$ cat config.mk
export PLATFORM = sky130hd
export DESIGN_NAME = bus_window_ctrl_flat
export DESIGN_NICKNAME = d
export VERILOG_FILES = /design/src/rtl/bus_window_ctrl_if.sv /design/src/rtl/bus_window_ctrl.sv /design/src/flat_wrapper.sv
export SDC_FILE = /design/constraint.sdc
export NUM_CORES = 1
export LEC_CHECK = 0
export CORE_MARGIN = 2
export CORE_UTILIZATION = 42
export DETAILED_ROUTE_END_ITERATION = 16
export GPL_TIMING_DRIVEN = 0
export PLACE_DENSITY = 0.82
export SLEW_MARGIN = 10
export SYNTH_ARGS = -nofsm -noshare
export SYNTH_HDL_FRONTEND = slang
export SYNTH_SLANG_ARGS = --single-unit
$ cat constraint.sdc
create_clock -name I_clock -period 1.8 [get_ports I_clock]
set_input_delay 0.36 -clock I_clock [delete_from_list [all_inputs] [get_ports I_clock]]
set_output_delay 0.36 -clock I_clock [all_outputs]
set_load 0.05 [all_outputs]
$ cat src/rtl/bus_window_ctrl_if.sv
// CPU-side request/response and target-side bus signals of bus_window_ctrl.
// The slave modport is the controller; the master modport is the CPU/target environment.
interface bus_window_ctrl_if #(
  parameter int P_width = 16,
  parameter int P_data  = 8
);
  logic               I_req;
  logic [P_width-1:0] I_addr;
  logic               I_write;
  logic [P_data-1:0]  I_wdata;
  logic               O_busy;
  logic               O_ack;
  logic [P_data-1:0]  O_rdata;
  logic               O_miss;
  logic [1:0]         O_cs;
  logic [P_width-1:0] O_addr;
  logic               O_write;
  logic [P_data-1:0]  O_wdata;
  logic [P_data-1:0]  I_rdata0;
  logic [P_data-1:0]  I_rdata1;

  modport slave (
    input  I_req, I_addr, I_write, I_wdata, I_rdata0, I_rdata1,
    output O_busy, O_ack, O_rdata, O_miss, O_cs, O_addr, O_write, O_wdata
  );

  modport master (
    output I_req, I_addr, I_write, I_wdata, I_rdata0, I_rdata1,
    input  O_busy, O_ack, O_rdata, O_miss, O_cs, O_addr, O_write, O_wdata
  );
endinterface

$ cat src/rtl/bus_window_ctrl.sv
// Two-window bus access controller: decodes a CPU request against half-open
// address windows, drives a registered chip-select, inserts wait states, acks.
module bus_window_ctrl #(
  parameter int                 P_width = 16,
  parameter int                 P_data  = 8,
  parameter logic [P_width-1:0] P_lo0   = 16'h0000,
  parameter logic [P_width-1:0] P_hi0   = 16'h0800,
  parameter logic [P_width-1:0] P_lo1   = 16'h8000,
  parameter logic [P_width-1:0] P_hi1   = 16'hFFFF,
  parameter int                 P_wait0 = 0,
  parameter int                 P_wait1 = 2,
  parameter logic [P_data-1:0]  P_open  = 8'hFF
) (
  input  logic             I_clock,
  input  logic             I_reset_n,
  bus_window_ctrl_if.slave bus
);

  localparam logic [3:0] LP_WAIT0 = 4'(P_wait0);
  localparam logic [3:0] LP_WAIT1 = 4'(P_wait1);

  typedef enum logic [1:0] {
    S_IDLE   = 2'd0,
    S_ACCESS = 2'd1,
    S_DONE   = 2'd2
  } state_t;

  state_t r_state;
  state_t w_state_next;

  logic               w_accept;
  logic               w_finish;
  logic               w_busy;

  logic [P_width-1:0] w_lo [2];
  logic [P_width-1:0] w_hi [2];
  logic [1:0]         w_hit;
  logic [1:0]         w_cs_next;
  logic [3:0]         w_wait;

  logic [3:0]         r_count;
  logic               r_miss_flag;
  logic               r_ack;
  logic [P_data-1:0]  r_rdata;
  logic               r_miss;
  logic [1:0]         r_cs;
  logic [P_width-1:0] r_addr;
  logic               r_write;
  logic [P_data-1:0]  r_wdata;

  // Bounds go through nets so the window compare stays a plain unsigned test
  // even when a bound is zero; lo >= hi naturally yields no hit.
  assign w_lo[0] = P_lo0;
  assign w_hi[0] = P_hi0;
  assign w_lo[1] = P_lo1;
  assign w_hi[1] = P_hi1;

  generate
    for (genvar gi = 0; gi < 2; gi++) begin : g_hit
      assign w_hit[gi] = (bus.I_addr >= w_lo[gi]) && (bus.I_addr < w_hi[gi]);
    end
  endgenerate

  // Window 0 has priority when the windows overlap.
  assign w_cs_next = {w_hit[1] & ~w_hit[0], w_hit[0]};
  assign w_wait    = w_hit[0] ? LP_WAIT0 : (w_hit[1] ? LP_WAIT1 : 4'd0);

  always_ff @(posedge I_clock or negedge I_reset_n) begin
    if (!I_reset_n) begin
      r_state <= S_IDLE;
    end else begin
      r_state <= w_state_next;
    end
  end

  always_comb begin
    w_state_next = r_state;
    case (r_state)
      S_IDLE:   if (bus.I_req) w_state_next = S_ACCESS;
      S_ACCESS: if (r_count == 4'd0) w_state_next = S_DONE;
      S_DONE:   w_state_next = S_IDLE;
      default:  w_state_next = S_IDLE;
    endcase
  end

  always_comb begin
    w_accept = 1'b0;
    w_finish = 1'b0;
    w_busy   = 1'b1;
    case (r_state)
      S_IDLE: begin
        w_busy   = 1'b0;
        w_accept = bus.I_req;
      end
      S_ACCESS: w_finish = (r_count == 4'd0);
      default:  ;
    endcase
  end

  always_ff @(posedge I_clock or negedge I_reset_n) begin
    if (!I_reset_n) begin
      r_count     <= 4'd0;
      r_miss_flag <= 1'b0;
      r_ack       <= 1'b0;
      r_rdata     <= '0;
      r_miss      <= 1'b0;
      r_cs        <= 2'b00;
      r_addr      <= '0;
      r_write     <= 1'b0;
      r_wdata     <= '0;
    end else begin
      r_ack <= w_finish;
      if (w_accept) begin
        r_addr      <= bus.I_addr;
        r_write     <= bus.I_write;
        r_wdata     <= bus.I_wdata;
        r_cs        <= w_cs_next;
        r_count     <= w_wait;
        r_miss_flag <= ~(|w_hit);
      end else if (w_finish) begin
        if (!r_write) begin
          if (r_miss_flag)  r_rdata <= P_open;
          else if (r_cs[0]) r_rdata <= bus.I_rdata0;
          else              r_rdata <= bus.I_rdata1;
        end
        r_miss <= r_miss_flag;
        r_cs   <= 2'b00;
      end else if (r_state == S_ACCESS) begin
        r_count <= r_count - 4'd1;
      end
    end
  end

  assign bus.O_busy  = w_busy;
  assign bus.O_ack   = r_ack;
  assign bus.O_rdata = r_rdata;
  assign bus.O_miss  = r_miss;
  assign bus.O_cs    = r_cs;
  assign bus.O_addr  = r_addr;
  assign bus.O_write = r_write;
  assign bus.O_wdata = r_wdata;

endmodule

$ cat src/flat_wrapper.sv
// flat-port wrapper written by rule: the top's interface ports become plain ports
module bus_window_ctrl_flat 
#(
  parameter int                 P_width = 16,
  parameter int                 P_data  = 8,
  parameter logic [P_width-1:0] P_lo0   = 16'h0000,
  parameter logic [P_width-1:0] P_hi0   = 16'h0800,
  parameter logic [P_width-1:0] P_lo1   = 16'h8000,
  parameter logic [P_width-1:0] P_hi1   = 16'hFFFF,
  parameter int                 P_wait0 = 0,
  parameter int                 P_wait1 = 2,
  parameter logic [P_data-1:0]  P_open  = 8'hFF
)
  (I_clock, I_reset_n, bus_I_req, bus_I_addr, bus_I_write, bus_I_wdata, bus_I_rdata0, bus_I_rdata1, bus_O_busy, bus_O_ack, bus_O_rdata, bus_O_miss, bus_O_cs, bus_O_addr, bus_O_write, bus_O_wdata);
  bus_window_ctrl_if #(.P_width(P_width), .P_data(P_data)) bus_i ();
  input  logic I_clock;
  input  logic I_reset_n;
  input wire logic [$bits(bus_i.I_req)-1:0] bus_I_req;
  input wire logic [$bits(bus_i.I_addr)-1:0] bus_I_addr;
  input wire logic [$bits(bus_i.I_write)-1:0] bus_I_write;
  input wire logic [$bits(bus_i.I_wdata)-1:0] bus_I_wdata;
  input wire logic [$bits(bus_i.I_rdata0)-1:0] bus_I_rdata0;
  input wire logic [$bits(bus_i.I_rdata1)-1:0] bus_I_rdata1;
  output wire logic [$bits(bus_i.O_busy)-1:0] bus_O_busy;
  output wire logic [$bits(bus_i.O_ack)-1:0] bus_O_ack;
  output wire logic [$bits(bus_i.O_rdata)-1:0] bus_O_rdata;
  output wire logic [$bits(bus_i.O_miss)-1:0] bus_O_miss;
  output wire logic [$bits(bus_i.O_cs)-1:0] bus_O_cs;
  output wire logic [$bits(bus_i.O_addr)-1:0] bus_O_addr;
  output wire logic [$bits(bus_i.O_write)-1:0] bus_O_write;
  output wire logic [$bits(bus_i.O_wdata)-1:0] bus_O_wdata;
  assign bus_i.I_req = bus_I_req;
  assign bus_i.I_addr = bus_I_addr;
  assign bus_i.I_write = bus_I_write;
  assign bus_i.I_wdata = bus_I_wdata;
  assign bus_i.I_rdata0 = bus_I_rdata0;
  assign bus_i.I_rdata1 = bus_I_rdata1;
  assign bus_O_busy = bus_i.O_busy;
  assign bus_O_ack = bus_i.O_ack;
  assign bus_O_rdata = bus_i.O_rdata;
  assign bus_O_miss = bus_i.O_miss;
  assign bus_O_cs = bus_i.O_cs;
  assign bus_O_addr = bus_i.O_addr;
  assign bus_O_write = bus_i.O_write;
  assign bus_O_wdata = bus_i.O_wdata;
  bus_window_ctrl #(.P_width(P_width), .P_data(P_data), .P_lo0(P_lo0), .P_hi0(P_hi0), .P_lo1(P_lo1), .P_hi1(P_hi1), .P_wait0(P_wait0), .P_wait1(P_wait1), .P_open(P_open)) u_core (.I_clock(I_clock), .I_reset_n(I_reset_n), .bus(bus_i));
endmodule
==> results.txt, run 1 <==
# diodes: 0
asr flop ratio synth: 100%
total gr overflow: 0
router iterations before antenna repair: 4
max-slew violation count: 0
worst min path class: in -> async
Placement Cell Area: 0.00279 mm2
Final setup viols: 0
syn nets: 251
Leakage: 1.44 nW
Routed WL: 4700 um
Post-route DRC: 0
post-route clock period utilization: 96.2%
r2r worst-path depth: 5
Ys Warns: 0
CP Launch Type: flop
Cell variety after synth: 27
CP Data Arrival Time: 1920 ps
Synth Instances: 205
critical path's slowest cell: dfrtp_1
total number of vias: 1728
H-Tree Depth: 2
CTS tree: built
crit path to: u_core.bus.O_cs[1]
vias per cell: 4.91
core area: 0.00435 mm2
Initial Util: 43.3%
fmax: 577 MHz
Synth Register Bits: 44
worst path cell trace: inv_2, ha_1, or3b_4, or2_2, a31o_2
Max Buffers Root-to-Sink: 2
RR Startpoint: u_core.r_count[0]
die height: 71.0 um
EDFF count, synth: 0
Synth Flop Type: dfrtp_1
wire per inst: 13.3 um
synthesized area per cell: 9.20 um2
final setup TNS: 0 ps
CTS root buffer: clkbuf_8
max-cap viol count: 0
pin count of the biggest net entering global routing: 24
cts bufs inserted: 5
Die Span X: 71.0 um
Std-Cell Rows: 24
minimum clock period: 1730 ps
Worst Path Class, Setup: reg -> reg
crit path from: u_core.r_count[0]
slew margin rel.: 65.2%
clock insertion delay at the later pin of the skew report: 290 ps
Hold Buf Count CTS: 0
clock skew: 3.49 ps
die area: 0.00504 mm2
clock sink count: 44
DR iter-0 viols: 55
Top Ports: 82
HPWL after detailed placement: 3390 um
crit-path max FO: 5
FF-to-FF setup slack: 70 ps
antenna violations before repair: 0
Power, Total: 5.15 mW
clk slew on worst S/H paths: 80 ps
CP max stage delay: 420 ps
Max IR drop VDD: 799 uV
hold_ws: 30.8 ps
Final Hold Vio Count: 0
share of post-route cells with drive strength above 1: 9.33%
Final #Nets: 345
CP delay by family, top: simple AND/OR/NAND/NOR gates
Syn-to-layout area delta: 52.3%
first-pass GRT wire length: 7720 um
post-layout instance area: 0.00287 mm2
Reg-to-Reg End: u_core.bus.O_cs[1]
GP Congestion: 0.737
Mapped Area: 0.00189 mm2
PD cells: 1790 mW/mm2
Final ANT Viol Nets: 0
WP data required: 1990 ps
status: completed
Setup crit end kind: flop
CP bufs+invs: 1
total track usage: 19.4%
WP depth: 5
post-synthesis sequential area ratio: 58.4%
worst slew pin tran: 522 ps
PortBufs: 81
vias in the first global route: 1659
Layout Utilization: 66.0%
-- registers in the layout, summed over array words and instances, names as in the netlist, 2 cells and up --
signal and count:
u_core.bus.O_addr 16, u_core.bus.O_rdata 8, u_core.bus.O_wdata 8, u_core.r_count 4, u_core.bus.O_cs 2, u_core.r_state 2
-- cell usage in the layout (no fill, tap or decap), types with 6 or more instances in the layout --
cell type,count
a21oi_1,6
clkdlybuf4s50_1,42
nand2_1,84
nor2b_1,8
nor2_1,14
dfrtp_1,44
dlygate4sd2_1,36
clkbuf_8,6
a211oi_1,9
-- logic make-up after synthesis --
| kind of cell | after synthesis | share of synthesized area (%) |
|---|---|---|
| buffers and inverters | 14 | 3.38 |
| flip-flops | 44 | 58.4 |
| AO/OA/AOI/OAI | 22 | 7.89 |
| multiplexers | 2 | 1.06 |
| XOR/XNOR | 1 | 0.464 |
| adder cells (fa/ha/maj) | 2 | 1.33 |
| AND/OR/NAND/NOR | 120 | 27.5 |
-- how the worst min path moves through the flow --
| stage | start | endpoint | cells after the start |
|---|---|---|---|
| after CTS | I_reset_n | u_core.r_count[3] | 1 |
| after detailed placement | I_reset_n | u_core.r_count[3] | 1 |
| final | I_reset_n | u_core.r_count[3] | 1 |
| after floorplan | I_reset_n | u_core.bus.O_ack | 0 |
| after global routing | I_reset_n | u_core.r_count[1] | 1 |
| after global placement | u_core.bus.O_addr[13] | u_core.bus.O_addr[13] | 2 |
-- power breakdown --
part	switching [mW]	total, mW	internal [mW]
clock network	0.336	0.642	0.307
registers	0.232	1.64	1.41
logic	2.02	2.86	0.844
-- what timing repair did --
item / in CTS / in global routing
setup endpoints to repair: 38 / 31
resized for setup: 37 / 7
setup buffers: 0 / 5
pin swaps: 1 / 1
-- area by class of cell --
class | count | area [um2]
Clock inverter | 2 | 10.0
Clock buffer | 6 | 82.6
Fill cell | 386 | 1480
Multi-Input combinational cell | 147 | 722
Sequential cell | 44 | 1100
Tap cell | 52 | 65.1
Inverter | 5 | 18.8
Buffer | 9 | 46.3
Timing Repair Buffer | 87 | 827
-- synthesized netlist by cell type, types with 2 or more instances --
library cell,count,share of area [%]
nand4_1,3,0.99
a21oi_2,2,0.93
buf_2,3,0.80
nor3b_1,2,0.80
nor2b_1,8,2.7
clkbuf_1,5,0.99
ha_1,2,1.3
nor2_1,14,2.8
dfrtp_1,44,58
mux2i_1,2,1.1
nor4_1,2,0.66
nand3_1,2,0.53
o21ai_0,2,0.53
a211oi_1,9,3.6
a21oi_1,6,1.6
nand2_1,84,17
inv_1,5,0.99
-- through the flow --
step	instances	setup slack, ps
after floorplan	205	134
after global placement	338	-802
after detailed placement	339	-214
after CTS	347	15.3
after global routing	352	-2.21
final	352	68.3
-- routing by layer --
metal	routed length (um)	vias up	track usage, %
met2	2330	58	32.6
met5	0	-	0
met1	1950	807	24.3
met3	341	8	6.13
li1	-	855	-
met4	72	0	5.24
Note: power is estimated with default switching activity, not from simulation.
==> run 2: changes to the inputs <==
==> constraint.sdc (replaced) <==
create_clock -name I_clock -period 1.8 [get_ports I_clock]
set_input_delay 0.36 -clock I_clock [delete_from_list [all_inputs] [get_ports I_clock]]
set_output_delay 0.36 -clock I_clock [all_outputs]
set_load 0.01 [all_outputs]
==> results.txt, run 2 (synthesis results as in run 1) <==
crit path to: u_core.bus.O_cs[1]
max reg flops: 16
slew margin rel.: 65.0%
Final #Nets: 346
total number of vias: 1722
PD cells: 1480 mW/mm2
die height: 71.0 um
Syn-to-layout area delta: 55.4%
hold_ws: 30.7 ps
PortBufs: 81
Final Worst Setup Slack: 68.6 ps
cts bufs inserted: 5
minimum clock period: 1730 ps
worst min path class: in -> async
Routed WL: 4700 um
Initial Util: 43.3%
vias in the first global route: 1661
vias per cell: 4.88
clock sink count: 44
CP Launch Type: flop
Std-Cell Rows: 24
HPWL after detailed placement: 3390 um
clock insertion delay at the later pin of the skew report: 290 ps
r2r worst-path depth: 5
Worst Path Class, Setup: reg -> reg
# diodes: 0
Die Span X: 71.0 um
clock skew: 4.28 ps
RR Startpoint: u_core.r_count[0]
crit path from: u_core.r_count[0]
Top Ports: 82
Final Hold Vio Count: 0
FF-to-FF setup slack: 70 ps
GP Congestion: 0.737
first-pass GRT wire length: 7710 um
Final setup viols: 0
Setup crit end kind: flop
most common cell after layout, fill and taps aside: nand2_1
Hold Buf Count CTS: 0
core area: 0.00435 mm2
post-route clock period utilization: 96.2%
die area: 0.00504 mm2
Max Buffers Root-to-Sink: 2
most frequent cells in the layout: nand2_1, clkdlybuf4s50_1, dfrtp_1
H-Tree Depth: 2
CTS tree: built
clk slew on worst S/H paths: 80 ps
Reg-to-Reg End: u_core.bus.O_cs[1]
final setup TNS: 0 ps
total gr overflow: 0
Fillers: 375
Leakage: 1.36 nW
WP data required: 1990 ps
CTS root buffer: clkbuf_8
Max IR drop VDD: 637 uV
wire per inst: 13.3 um
Final ANT Viol Nets: 0
antenna violations before repair: 0
pin count of the biggest net entering global routing: 24
max-slew violation count: 0
Post-route DRC: 0
worst slew pin tran: 525 ps
DR iter-0 viols: 61
total track usage: 19.3%
router iterations before antenna repair: 4
status: completed
crit-path max FO: 5
worst slack at placement: -214 ps
max-cap viol count: 0
share of post-route cells with drive strength above 1: 9.97%
CP Data Arrival Time: 1920 ps
fmax: 578 MHz
## run 2: layer usage
layer  vias to the layer above  routed length (um)  track usage (%)
met5                         -                   0                0
met4                         0                  72             5.24
met3                         8                 325             6.27
met2                        54                2320             32.5
met1                       804                1990             24.1
li1                        856                   -                -
## run 2: critical path: stages (launching register included)
cell,delay (ps)
dfrtp_1,420
inv_2,70
ha_1,150
or3b_4,390
or2_2,360
a31o_2,240
## run 2: final cells by class
cell class                 count  area, um2  area share, %
clock inverter                 2       10.0          0.341
sequential                    44       1100           37.6
inverter                       5       18.8          0.640
buffer                         9       46.3           1.58
tap                           52       65.1           2.22
multi-input combinational    147        724           24.7
clock buffer                   6       82.6           2.82
timing repair buffer          88        882           30.1
## run 2: worst min-delay path by stage
| stage | startpoint | endpoint | slack [ps] | depth (start not counted) |
|---|---|---|---|---|
| finish | I_reset_n | u_core.r_count[3] | 30 | 1 |
| global route | I_reset_n | u_core.r_count[1] | 70 | 1 |
| CTS | I_reset_n | u_core.r_count[3] | 50 | 1 |
| detailed placement | I_reset_n | u_core.r_count[3] | 370 | 1 |
| global placement | u_core.bus.O_addr[13] | u_core.bus.O_addr[13] | 460 | 2 |
| floorplan | I_reset_n | u_core.bus.O_ack | 60 | 0 |
## run 2: report_power, final
group / total [mW] / internal [mW] / switching [mW]
logic: 2.03 / 1.11 / 0.925
clock network: 0.642 / 0.307 / 0.335
registers: 1.66 / 1.41 / 0.249
total: 4.34 / 2.83 / 1.51
## run 2: metrics by stage
step | power (mW) | cell area (um2) | util (%) | cells
2_1_floorplan | 2.60 | 1890 | - | 205
3_3_place_gp | 3.58 | 2760 | 63.4 | 338
3_5_place_dp | 3.63 | 2790 | 64.0 | 339
4_1_cts | 4.29 | 2880 | 66.1 | 347
5_1_grt | 4.64 | 2930 | 67.3 | 353
6_report | 4.34 | 2930 | 67.3 | 353
## run 2: repair_timing
item,4_1_cts,5_1_grt
setup buffers,0,6
gates resized for setup,0,6
setup endpoints to repair,1,31
pin swaps,1,1
==> run 3: changes to the inputs <==
--- a/config.mk
+++ b/config.mk
@@ -10,6 +10,7 @@
 export DETAILED_ROUTE_END_ITERATION = 16
 export GPL_TIMING_DRIVEN = 0
 export PLACE_DENSITY = 0.82
+export RECOVER_POWER = 50
 export SLEW_MARGIN = 10
 export SYNTH_ARGS = -nofsm -noshare
 export SYNTH_HDL_FRONTEND = slang
==> results.txt, run 3 (synthesis results as in run 1) <==
status: completed
Std-Cell Rows: 24
Setup crit end kind: flop
CTS tree: built
total number of vias: 1727
WP data required: 1990 ps
Final setup viols: 0
Top Ports: 82
vias per cell: 4.89
CP Data Arrival Time: 1920 ps
RR Startpoint: u_core.r_count[0]
H-Tree Depth: 2
Worst Path Class, Setup: reg -> reg
Final #Nets: 346
most frequent cells in the layout: nand2_1, clkdlybuf4s50_1, dfrtp_1
Die Span X: 71.0 um
CP max stage delay: 420 ps
PD cells: 1470 mW/mm2
Final Hold Vio Count: 0
pin count of the biggest net entering global routing: 24
die area: 0.00504 mm2
# diodes: 0
max reg flops: 16
die height: 71.0 um
GP Congestion: 0.737
max-slew violation count: 0
clock insertion delay at the later pin of the skew report: 290 ps
Routed WL: 4700 um
post-route clock period utilization: 96.4%
register area: 0.00110 mm2
router iterations before antenna repair: 4
total gr overflow: 0
crit path from: u_core.r_count[0]
CP Launch Type: flop
core area: 0.00435 mm2
first-pass GRT wire length: 7710 um
Post-route DRC: 0
Leakage: 1.36 nW
Syn-to-layout area delta: 55.3%
Multi-input gate area: 724 um2
Final ANT Viol Nets: 0
PortBufs: 81
slew margin rel.: 16.4%
CP bufs+invs: 1
HPWL after detailed placement: 3390 um
wire per inst: 13.3 um
most common cell after layout, fill and taps aside: nand2_1
Initial Util: 43.3%
clk slew on worst S/H paths: 80 ps
worst slack at placement: -214 ps
crit-path max FO: 5
CP delay by family, top: simple AND/OR/NAND/NOR gates
worst path cell trace: inv_2, ha_1, or3b_4, or2_2, a31o_2
Max IR drop VDD: 635 uV
clock sink count: 44
total track usage: 19.3%
worst min path class: in -> async
fmax: 576 MHz
vias in the first global route: 1661
cts bufs inserted: 5
DR iter-0 viols: 61
minimum clock period: 1730 ps
share of post-route cells with drive strength above 1: 9.63%
antenna violations before repair: 0
Final Worst Setup Slack: 65.4 ps
CTS root buffer: clkbuf_8
max-cap viol count: 0
Fillers: 376
critical path's slowest cell: dfrtp_1
clock skew: 4.24 ps
Layout Utilization: 67.3%
Max Buffers Root-to-Sink: 2
worst slew pin tran: 1250 ps
run 3: cell types whose count changed in the layout (fill, tap and decap cells not counted):
cell / delta
clkbuf_1: +1
dlygate4sd3_1: +9
buf_2: -1
clkdlybuf4s50_1: -9
run 3: through the flow:
stage | instance area, um2 | TNS [ps] | hold slack, ps | total power [mW] | instances
CTS | 2880 | 0 | 45.1 | 4.29 | 347
detailed placement | 2790 | -4370 | 369 | 3.63 | 339
floorplan | 1890 | 0 | 64.4 | 2.60 | 205
global route | 2930 | -2.56 | 427 | 4.61 | 353
global placement | 2760 | -38870 | 458 | 3.58 | 338
finish | 2930 | 0 | 309 | 4.30 | 353
run 3: path summary, 6_finish.rpt:
path,slack (ps),cells past startpoint,endpoint
max in group asynchronous,750,1,u_core.bus.O_wdata[6]
min,310,1,u_core.r_count[3]
min in group I_clock,470,2,u_core.bus.O_addr[8]
max,70,5,u_core.bus.O_cs[1]
min reg2reg,470,2,u_core.bus.O_addr[8]
max reg2reg,70,5,u_core.bus.O_cs[1]
run 3: cell type report:
class,instances,share of cell area [%]
clock inverter,2,0.342
multi-input combinational,147,24.7
sequential,44,37.6
tap,52,2.22
buffer,9,1.58
inverter,5,0.640
timing repair buffer,88,30.1
clock buffer,6,2.82
run 3: worst register-to-register path, delay by kind of cell, from the launching register on:
family | cells | cell delay [ps]
flops | 1 | 420
fa+ha+maj | 1 | 150
compound gates | 1 | 240
simple gates | 2 | 750
buf+inv | 1 | 70
run 3: per-layer routing:
metal | share of wire (%) | track usage [%]
met5 | 0 | 0
met4 | 1.5 | 5.24
met3 | 6.9 | 6.27
met2 | 49 | 32.5
met1 | 42 | 24.1
run 3: power by group:
group | switching (mW) | internal, mW | total, mW
clock | 0.332 | 0.307 | 0.639
sequential | 0.245 | 1.41 | 1.66
combinational | 0.923 | 1.08 | 2.00
total | 1.50 | 2.80 | 4.30
run 3: what timing repair did:
| action | in CTS | in global routing |
|---|---|---|
| hold buffers | 0 | 0 |
| pin swaps | 1 | 1 |
| setup endpoints to repair | 1 | 31 |
| setup buffers | 0 | 6 |
| cloned | 0 | 0 |
| resized for setup | 0 | 6 |
